<file path="config.mk">
export PLATFORM = sky130hd
export DESIGN_NAME = round_timer
export DESIGN_NICKNAME = d
export VERILOG_FILES = /design/src/rtl/bopit_pkg.sv /design/src/rtl/tick_edge_detect.sv /design/src/rtl/round_timer.sv
export SDC_FILE = /design/constraint.sdc
export NUM_CORES = 1
export LEC_CHECK = 0
export CELL_PAD_IN_SITES_DETAIL_PLACEMENT = 1
export CELL_PAD_IN_SITES_GLOBAL_PLACEMENT = 2
export CORE_MARGIN = 5
export CORE_UTILIZATION = 34
export CTS_BUF_LIST = sky130_fd_sc_hd__clkbuf_8
export CTS_CLUSTER_DIAMETER = 60
export DETAILED_ROUTE_END_ITERATION = 8
export PLACE_DENSITY_LB_ADDON = 0.08
export SLEW_MARGIN = 5
export SYNTH_ARGS = -nofsm -noshare
export SYNTH_HDL_FRONTEND = slang
export SYNTH_HIERARCHICAL = 1
export SYNTH_SLANG_ARGS = --single-unit
export TNS_END_PERCENT = 1
</file>
<file path="constraint.sdc">
create_clock -name clk -period 4 [get_ports clk]
set_input_delay 0.8 -clock clk [delete_from_list [all_inputs] [get_ports clk]]
set_output_delay 0.8 -clock clk [all_outputs]
set_load 0.05 [all_outputs]
</file>
<file path="src/rtl/bopit_pkg.sv">
// Shared Bop-it game types: round FSM encoding and round counter sizing.
package bopit_pkg;

  typedef enum logic [1:0] {
    IDLE = 2'd0,
    RUN  = 2'd1,
    PASS = 2'd2,
    FAIL = 2'd3
  } state_t;

  localparam int                     ROUND_CNT_W   = 8;
  localparam logic [ROUND_CNT_W-1:0] ROUND_CNT_MAX = 8'd255;

endpackage

</file>
<file path="src/rtl/tick_edge_detect.sv">
// Two-flop sampler plus rising-edge detect: one-cycle tick_out per rising edge of level_in.
// Latency: tick_out is high in the cycle after the 1st clk edge that samples the new level.
module tick_edge_detect (
  input  logic clk,
  input  logic reset,
  input  logic level_in,
  output logic tick_out
);

  logic tick_s;
  logic tick_q;

  always_ff @(posedge clk) begin
    if (!reset) begin
      tick_s <= 1'b0;
      tick_q <= 1'b0;
    end else begin
      tick_s <= level_in;
      tick_q <= tick_s;
    end
  end

  assign tick_out = tick_s & ~tick_q;

endmodule

</file>
<file path="src/rtl/round_timer.sv">
// Bop-it round timer: counts down the response window in divided-clock ticks, reports pass/timeout/miss.
// All outputs registered; optional ROUND_TIMER_PAUSE_EN adds a pause input that freezes a running round.
module round_timer
  import bopit_pkg::*;
#(
  parameter int WINDOW_W    = 5,
  parameter int INIT_WINDOW = 20,
  parameter int MIN_WINDOW  = 4,
  parameter int STEP        = 1
) (
  input  logic                   clk,
  input  logic                   reset,
  input  logic                   tick_clk_in,
  input  logic                   start,
  input  logic                   hit,
  input  logic                   miss,
`ifdef ROUND_TIMER_PAUSE_EN
  input  logic                   pause,
`endif
  output logic                   busy,
  output logic                   pass,
  output logic                   timeout,
  output logic                   game_over,
  output logic [WINDOW_W-1:0]    remaining,
  output logic [WINDOW_W-1:0]    window,
  output logic [ROUND_CNT_W-1:0] round_cnt
);

  localparam logic [WINDOW_W-1:0] INIT_W = WINDOW_W'(INIT_WINDOW);
  localparam logic [WINDOW_W-1:0] ONE_W  = WINDOW_W'(1);
  localparam logic [WINDOW_W:0]   MIN_X  = (WINDOW_W+1)'(MIN_WINDOW);
  localparam logic [WINDOW_W:0]   STEP_X = (WINDOW_W+1)'(STEP);

  state_t                   state;
  state_t                   state_nxt;
  logic                     tick;
  logic                     paused;
  logic                     timeout_nxt;
  logic [WINDOW_W-1:0]      rem_nxt;
  logic [WINDOW_W-1:0]      win_nxt;
  logic [WINDOW_W-1:0]      win_shrunk;
  logic [WINDOW_W:0]        win_dec;
  logic [ROUND_CNT_W-1:0]   rcnt_nxt;

  tick_edge_detect u_tick (
    .clk      (clk),
    .reset    (reset),
    .level_in (tick_clk_in),
    .tick_out (tick)
  );

`ifdef ROUND_TIMER_PAUSE_EN
  assign paused = pause;
`else
  assign paused = 1'b0;
`endif

  // Extra top bit catches window < STEP, which would otherwise wrap to a huge window.
  assign win_dec    = {1'b0, window} - STEP_X;
  assign win_shrunk = (win_dec[WINDOW_W] || (win_dec < MIN_X)) ? MIN_X[WINDOW_W-1:0]
                                                               : win_dec[WINDOW_W-1:0];

  always_comb begin
    state_nxt   = state;
    timeout_nxt = 1'b0;
    rem_nxt     = remaining;
    win_nxt     = window;
    rcnt_nxt    = round_cnt;
    case (state)
      IDLE: begin
        if (start) begin
          state_nxt = RUN;
          rem_nxt   = window;
        end
      end
      RUN: begin
        if (!paused) begin
          if (hit) begin
            state_nxt = PASS;
          end else if (miss) begin
            state_nxt = FAIL;
          end else if (tick) begin
            if (remaining == ONE_W) begin
              state_nxt   = FAIL;
              timeout_nxt = 1'b1;
              rem_nxt     = '0;
            end else begin
              rem_nxt = remaining - ONE_W;
            end
          end
        end
      end
      PASS: begin
        state_nxt = IDLE;
        win_nxt   = win_shrunk;
        if (round_cnt != ROUND_CNT_MAX) rcnt_nxt = round_cnt + 8'd1;
      end
      FAIL: begin
        if (start) begin
          state_nxt = RUN;
          win_nxt   = INIT_W;
          rcnt_nxt  = '0;
          rem_nxt   = INIT_W;
        end
      end
      default: state_nxt = IDLE;
    endcase
  end

  always_ff @(posedge clk) begin
    if (!reset) begin
      state     <= IDLE;
      busy      <= 1'b0;
      pass      <= 1'b0;
      timeout   <= 1'b0;
      game_over <= 1'b0;
      remaining <= '0;
      window    <= INIT_W;
      round_cnt <= '0;
    end else begin
      state     <= state_nxt;
      busy      <= (state_nxt == RUN);
      pass      <= (state_nxt == PASS);
      timeout   <= timeout_nxt;
      game_over <= (state_nxt == FAIL);
      remaining <= rem_nxt;
      window    <= win_nxt;
      round_cnt <= rcnt_nxt;
    end
  end

endmodule
</file>
==> impl_results.md, run 1 <==
* Status: finished, final reports clean
* Dpl ws at around 1.5 ns
* Sequential cell area at about 520 um2
* Root Buffer: clkbuf_8
* Synth async-reset ratio at 0%
* IO Pins at 28
* Final min period at around 2.4 ns
* Post-synth net total at between 150 and 200
* Slowest stage delay, CP at 0.87 ns
* Crit path launch type: register
* Synthesis-stage register bit count at 26
* Power per cell area at approximately 540 nW/um2
* Crit path kind: reg -> out
* Worst Hold End: u_tick/tick_q$_SDFF_PN0_
* Post-cts resize count at 0
* CTS Hold Bufs at 0
* Synth unique cells at 44
* # nets final at between 150 and 200
* Peak supply drop at between 0.2 and 0.25 mV
* Max Clock Skew at approximately 0.0011 ns
* Core area at 3970 um2
* CP required at roughly 3.2 ns
* DRC at 0
* Dominant cells by area after synthesis: dfxtp_1, ha_1, o21ai_0, nor2_1, a21oi_1
* Post-Syn Area at around 1400 um2
* Pin count of the biggest net entering global routing at 16
* CP top delay family: buffers and inverters
* Slowest cell on the critical path: clkdlybuf4s50_1
* Reg-to-reg critical path endpoint: game_over$_SDFF_PN0_
* Initial antenna violation count at 0
* DRT iter0 DRCs at 53
* Global route total overflow at 0
* Router iterations before antenna repair at 4
* First-pass GRT wire length at between 6 and 7 mm
* Post-Place Cell Area at around 1700 um2
* TritonCTS buffer count at 3
* Fin. Hold Viols at 0
* Leakage power at between 0.6 and 0.7 nW
* # rows at 23
* Register area share after synthesis at 37.7%
* Hpwl dp at roughly 2.8 mm
* Max-Cap Viols at 0
* Crit path cell chain: clkdlybuf4s50_1
* Clock Path Buffers at 2
* H-Tree Depth at 1
* Post-synth top area cell: dfxtp_1
* Final core utilization at between 40% and 50%
* FMAX at approximately 400 MHz
* Clock slew at reported path FFs at about 0.09 ns
* # setup viols final at 0
* Reg2Reg Setup Slack at between 2 and 2.5 ns
* Post-synth top area share at about 38%
* Wirelength per Cell at ~16 um
* Vias in the first global route at 1335
* Via density per instance at between 5 and 6
* Slew Limit Fails at 0
* PnR worst setup slack at around 1.6 ns
* Hold depth at 1
* Hold_sp: u_tick/tick_s$_SDFF_PN0_
* Die area at around 5400 um2
* Synthesized area per cell at 8.78 um2
* Die Ht at approximately 74 um
* PortBufs at 27
* ANT cells at 0
* Slew HR at 59.8%
* Total GRT Usage at between 15 and 20%
* TritonCTS clock tree: done
* Worst Reg-to-Reg Cells at 5
* Setup TNS Final at 0 ns
* Actual slew at the worst max-slew pin at about 0.6 ns
* RSZ-0062 raised after global routing: false
* Synth Warn # at 6
* Layout cells sized above 1 at ~6.5%
* Fillers at 460
* Post-CTS Setup Bufs at 0
* Number of buffers and inverters on the critical path at 1
* Final wirelength at approximately 3.7 mm
* Hold Path Class: reg -> reg
* CP endpoint kind: primary output
* Critical path fanouts, max at 7
* Synth Instances at 157
* Multi-input combinational cell area at 782 um2
* Clock Sinks at 26
* Initial Util at about a third
* Design Area, Final at roughly 1800 um2
* Final ANT Viol Nets at 0
* Data arrival, critical path at ~1.6 ns
* Clk Latency, worst-skew pair at ~0.27 ns
* Routability cong. at approximately 0.74
* Layout area overhead at 27.0%
* RR Startpoint: remaining[0]$_SDFFE_PN0P_
* Via Count at approximately 1300
* Period utilization at approximately three fifths
* Die width at approximately 74 um
* Post-synth EDFFs at 0
* Main synth FF type: dfxtp_1
## report_power, final
group / internal, W / total (W) / leakage (nW) / switching [W]
clock network: 0.000134 / 0.000221 / 0.0357 / 0.0000875
registers: 0.000293 / 0.000343 / 0.212 / 0.0000501
logic: 0.000146 / 0.000376 / 0.379 / 0.000230
total: 0.000572 / 0.000940 / 0.627 / 0.000368
## state kept, by name (all words and copies together), names as in the netlist, 2 cells and up
register   cells
window         5
round_cnt      8
remaining      5
state          2
## cells in the mapped netlist, types with 2 or more instances
library cell   n
a211oi_1       3
a21oi_1       10
a22oi_1        2
a31oi_1        3
and2_1         3
and3_1         2
buf_6          2
dfxtp_1       26
ha_1           8
inv_1         12
mux2i_1        2
nand2_1        7
nand2b_1       2
nand3_1        5
nand4_1        3
nor2_1        15
nor3_1         5
nor3b_1        2
o21ai_0       12
o31ai_1        4
o41ai_1        2
or3_1          2
or4_1          3
xor2_1         2
## cell type report
cell class                      count  share of cell area [%]
Sequential cell                    26                    29.7
Inverter                           12                    2.57
Clock inverter                      1                    1.71
Timing Repair Buffer               27                    15.4
Clock buffer                        3                    2.36
Tap cell                           50                    3.57
Multi-Input combinational cell    115                    44.6
## layout by cell type, fill, tap and decap left out, types with 2 or more instances in the layout
| cell type | n |
|---|---|
| and2_1 | 3 |
| a211oi_1 | 3 |
| o41ai_1 | 2 |
| or4_1 | 3 |
| o21ai_0 | 12 |
| dfxtp_1 | 26 |
| clkbuf_8 | 3 |
| nand2_1 | 7 |
| clkdlybuf4s50_1 | 27 |
| a21oi_1 | 10 |
| nor2_1 | 15 |
| a22oi_1 | 2 |
| mux2i_1 | 2 |
| a31oi_1 | 3 |
| nor3b_1 | 2 |
| nand2b_1 | 2 |
| xor2_1 | 2 |
| nand4_1 | 3 |
| o31ai_1 | 4 |
| and3_1 | 2 |
| ha_1 | 8 |
| nor3_1 | 5 |
| nand3_1 | 5 |
| or3_1 | 2 |
| inv_1 | 12 |
## cells by family (layout without fill, tap and decap cells)
kind of cell,after synthesis,in the layout,synth area share (%)
AO/OA/AOI/OAI,45,45,21.1
AND/OR/NAND/NOR,55,55,23.0
buffers and inverters,16,43,5.53
XOR/XNOR,3,3,1.91
multiplexers,4,4,3.36
adder cells (fa/ha/maj),8,8,7.26
flip-flops,26,26,37.7
## how the worst max path moves through the flow
stage / from / endpoint / slack, ns / cells past startpoint
after floorplan: remaining[0]$_SDFFE_PN0P_ / game_over$_SDFF_PN0_ / 2.11 / 5
after CTS: window[1]$_SDFFE_PN0P_ / window[1] / 1.55 / 1
after global routing: window[4]$_SDFFE_PN1P_ / window[4] / 1.49 / 1
final: window[4]$_SDFFE_PN1P_ / window[4] / 1.56 / 1
after detailed placement: reset / window[0]$_SDFFE_PN0P_ / 1.46 / 4
after global placement: reset / window[0]$_SDFFE_PN0P_ / 1.52 / 4
## metal layers
layer | wire length (um) | global-route usage [%]
met5 | 0 | 0
met2 | 1740 | 25.4
met3 | 118 | 2.46
met4 | 20 | 4.23
met1 | 1810 | 19.7
## through the flow
stage	cells	total power [W]	hold WS [ns]
final	234	0.000940	0.480
after global placement	230	0.000720	0.450
after detailed placement	230	0.000727	0.458
after CTS	234	0.000952	0.494
after global routing	234	0.00100	0.524
after floorplan	157	0.000619	0.431
(Power assumes the default switching activity.)
==> run 2, diff against run 1 <==
--- a/config.mk
+++ b/config.mk
@@ -8,7 +8,7 @@
 export CELL_PAD_IN_SITES_DETAIL_PLACEMENT = 1
 export CELL_PAD_IN_SITES_GLOBAL_PLACEMENT = 2
 export CORE_MARGIN = 5
-export CORE_UTILIZATION = 34
+export CORE_UTILIZATION = 28
 export CTS_BUF_LIST = sky130_fd_sc_hd__clkbuf_8
 export CTS_CLUSTER_DIAMETER = 60
 export DETAILED_ROUTE_END_ITERATION = 8
==> constraint.sdc (replaced) <==
create_clock -name clk -period 2.1 [get_ports clk]
set_input_delay 0.42 -clock clk [delete_from_list [all_inputs] [get_ports clk]]
set_output_delay 0.42 -clock clk [all_outputs]
set_load 0.05 [all_outputs]
==> run 2 against run 1 <==
Global-route usage decreased by 2.7 points. Sequential power up 90%. Non-clock buffer count grew 6. First-iteration DRC count decreased by 30%. Sequential share of layout area down 0.93 points. Combinational power rose by 94%. Routed wire length rose by 3.3%. Hold slack better by 0.0047 ns. Count of clock-buffer cells in the layout did not move. Die area increased by 18%. Critical endpoint is now round_cnt[2].
==> impl_results.md, run 2 (synthesis gave the netlist of run 1 again) <==
* RSZ-0062 raised after global routing: false (unchanged)
* Post-cts resize count at 0 (unchanged)
* Critical path fanouts, max at 8 (was 7)
* Peak supply drop at 0.324 mV (was 0.210 mV)
* Multi-input combinational cell area at 782 um2 (unchanged)
* Final min period at 2.04 ns
* Reg with most FFs: round_cnt (unchanged)
* Total Power at 0.00180 W (was 0.000940 W)
* Sequential cell area at 520 um2 (unchanged)
* Via density per instance at 5.01 (was 5.44)
* CTS Hold Bufs at 0 (unchanged)
* ANT cells at 0 (unchanged)
* Clock slew at reported path FFs at 0.10 ns (was 0.09 ns)
* Post-CTS Setup Bufs at 0 (unchanged)
* PortBufs at 27 (unchanged)
* Layout cells sized above 1 at 11.6% (was 6.52%)
* TritonCTS clock tree: done (unchanged)
* Status: finished, final reports clean (unchanged)
* Die Ht at 80.2 um (was 73.7 um)
* TritonCTS buffer count at 3 (unchanged)
* Hold Path Class: reg -> reg (unchanged)
* Clk Latency, worst-skew pair at 0.28 ns (was 0.27 ns)
* CP endpoint kind: primary output (unchanged)
* Crit path kind: reg -> out (unchanged)
* Root Buffer: clkbuf_8 (unchanged)
* Max Clock Skew at 0.00774 ns (was 0.00110 ns)
* H-Tree Depth at 1 (unchanged)
* Commonest cells after routing, fill and taps aside: dfxtp_1, clkdlybuf4s50_1, nor2_1 (was clkdlybuf4s50_1, dfxtp_1, nor2_1)
* Design Area, Final at 1810 um2 (was 1750 um2)
* Clock Sinks at 26 (unchanged)
* Wirelength per Cell at 14.8 um (was 15.8 um)
* DRT iter0 DRCs at 37 (was 53)
* Layout area overhead at 31.1% (was 27.0%)
* Final wirelength at 3.81 mm (was 3.69 mm)
* Via Count at 1287 (was 1274)
* Dpl ws at 0.144 ns (was 1.46 ns)
* Most common cell after layout, fill and taps aside: dfxtp_1 (was clkdlybuf4s50_1)
* Data arrival, critical path at 1.62 ns (was 1.64 ns)
* Fin. Hold Viols at 0 (unchanged)
* Actual slew at the worst max-slew pin at 0.517 ns (was 0.599 ns)
* Vias in the first global route at 1358 (was 1335)
* Crit path launch type: register (unchanged)
* Slew HR at 65.5% (was 59.8%)
* CP required at 1.68 ns (was 3.20 ns)
* Largest registers: round_cnt x8, remaining x5, window x5 (unchanged)
* Post-Place Cell Area at 1740 um2 (was 1680 um2)
* DRC at 0 (unchanged)
* Router iterations before antenna repair at 3 (was 4)
* IO Pins at 28 (unchanged)
* # rows at 25 (was 23)
* Total GRT Usage at 12.4% (was 15.1%)
* Slowest stage delay, CP at 0.86 ns (was 0.87 ns)
* CP top delay family: buffers and inverters (unchanged)
* Die area at 6430 um2 (was 5430 um2)
* Initial antenna violation count at 0 (unchanged)
* Number of buffers and inverters on the critical path at 1 (unchanged)
* Global route total overflow at 0 (unchanged)
* Die width at 80.2 um (was 73.7 um)
* Leakage power at 0.663 nW (was 0.627 nW)
* Fillers at 567 (was 460)
* Period utilization at a little over nine tenths
* FMAX at approximately 490 MHz
* Slew Limit Fails at 0 (unchanged)
* Slowest cell on the critical path: clkdlybuf4s50_1 (unchanged)
* # setup viols final at 0 (unchanged)
* Max reg flops at 8 (unchanged)
* Pin count of the biggest net entering global routing at 16 (unchanged)
* Final core utilization at 38.0% (was 44.1%)
* Setup TNS Final at 0 ns (unchanged)
* PnR worst setup slack at 0.0645 ns (was 1.56 ns)
* # nets final at 205 (was 199)
* Power per cell area at 998 nW/um2 (was 537 nW/um2)
* Initial Util at 29.0% (was 34.7%)
* First-pass GRT wire length at 6.40 mm (was 6.49 mm)
* Hpwl dp at 2.95 mm (was 2.76 mm)
* Final ANT Viol Nets at 0 (unchanged)
* Crit path cell chain: clkdlybuf4s50_1 (unchanged)
* Clock Path Buffers at 2 (unchanged)
* Core area at 4750 um2 (was 3970 um2)
* Routability cong. at 0.684 (was 0.741)
* Max-Cap Viols at 0 (unchanged)
run 2: final timing paths:
kind                                  start                        end  slack, ns  depth (start not counted)
setup / recovery  round_cnt[2]$_SDFFE_PN0P_               round_cnt[2]       0.06                          1
hold / removal     u_tick/tick_s$_SDFF_PN0_   u_tick/tick_q$_SDFF_PN0_       0.48                          1
setup reg to reg        state[0]$_SDFF_PN0_  round_cnt[5]$_SDFFE_PN0P_       0.24                          5
hold reg to reg    u_tick/tick_s$_SDFF_PN0_   u_tick/tick_q$_SDFF_PN0_       0.48                          1
run 2: report_power, final:
part / switching [W] / total (W) / internal (W)
sequential: 0.0000921 / 0.000650 / 0.000558
combinational: 0.000445 / 0.000729 / 0.000284
clock: 0.000171 / 0.000426 / 0.000255
run 2: layer usage:
| layer | vias up | part of all wire, % | global-route usage [%] |
|---|---|---|---|
| met4 | 0 | 0.89 | 4.05 |
| met5 | - | 0 | 0 |
| met2 | 18 | 50 | 21.8 |
| met1 | 622 | 46 | 15.3 |
| li1 | 643 | - | - |
| met3 | 4 | 2.9 | 2.02 |
run 2: layout make-up:
type	instances	share of cell area [%]
clock buffer	3	2.28
timing repair buffer	33	16.9
multi-input combinational	115	43.3
tap	67	4.64
clock inverter	1	1.66
sequential	26	28.8
inverter	12	2.49
run 2: stage by stage:
| step | cells | hold slack (ns) |
|---|---|---|
| final | 257 | 0.484 |
| after global routing | 257 | 0.520 |
| after CTS | 257 | 0.486 |
| after detailed placement | 253 | 0.450 |
| after global placement | 253 | 0.448 |
| after floorplan | 157 | 0.431 |
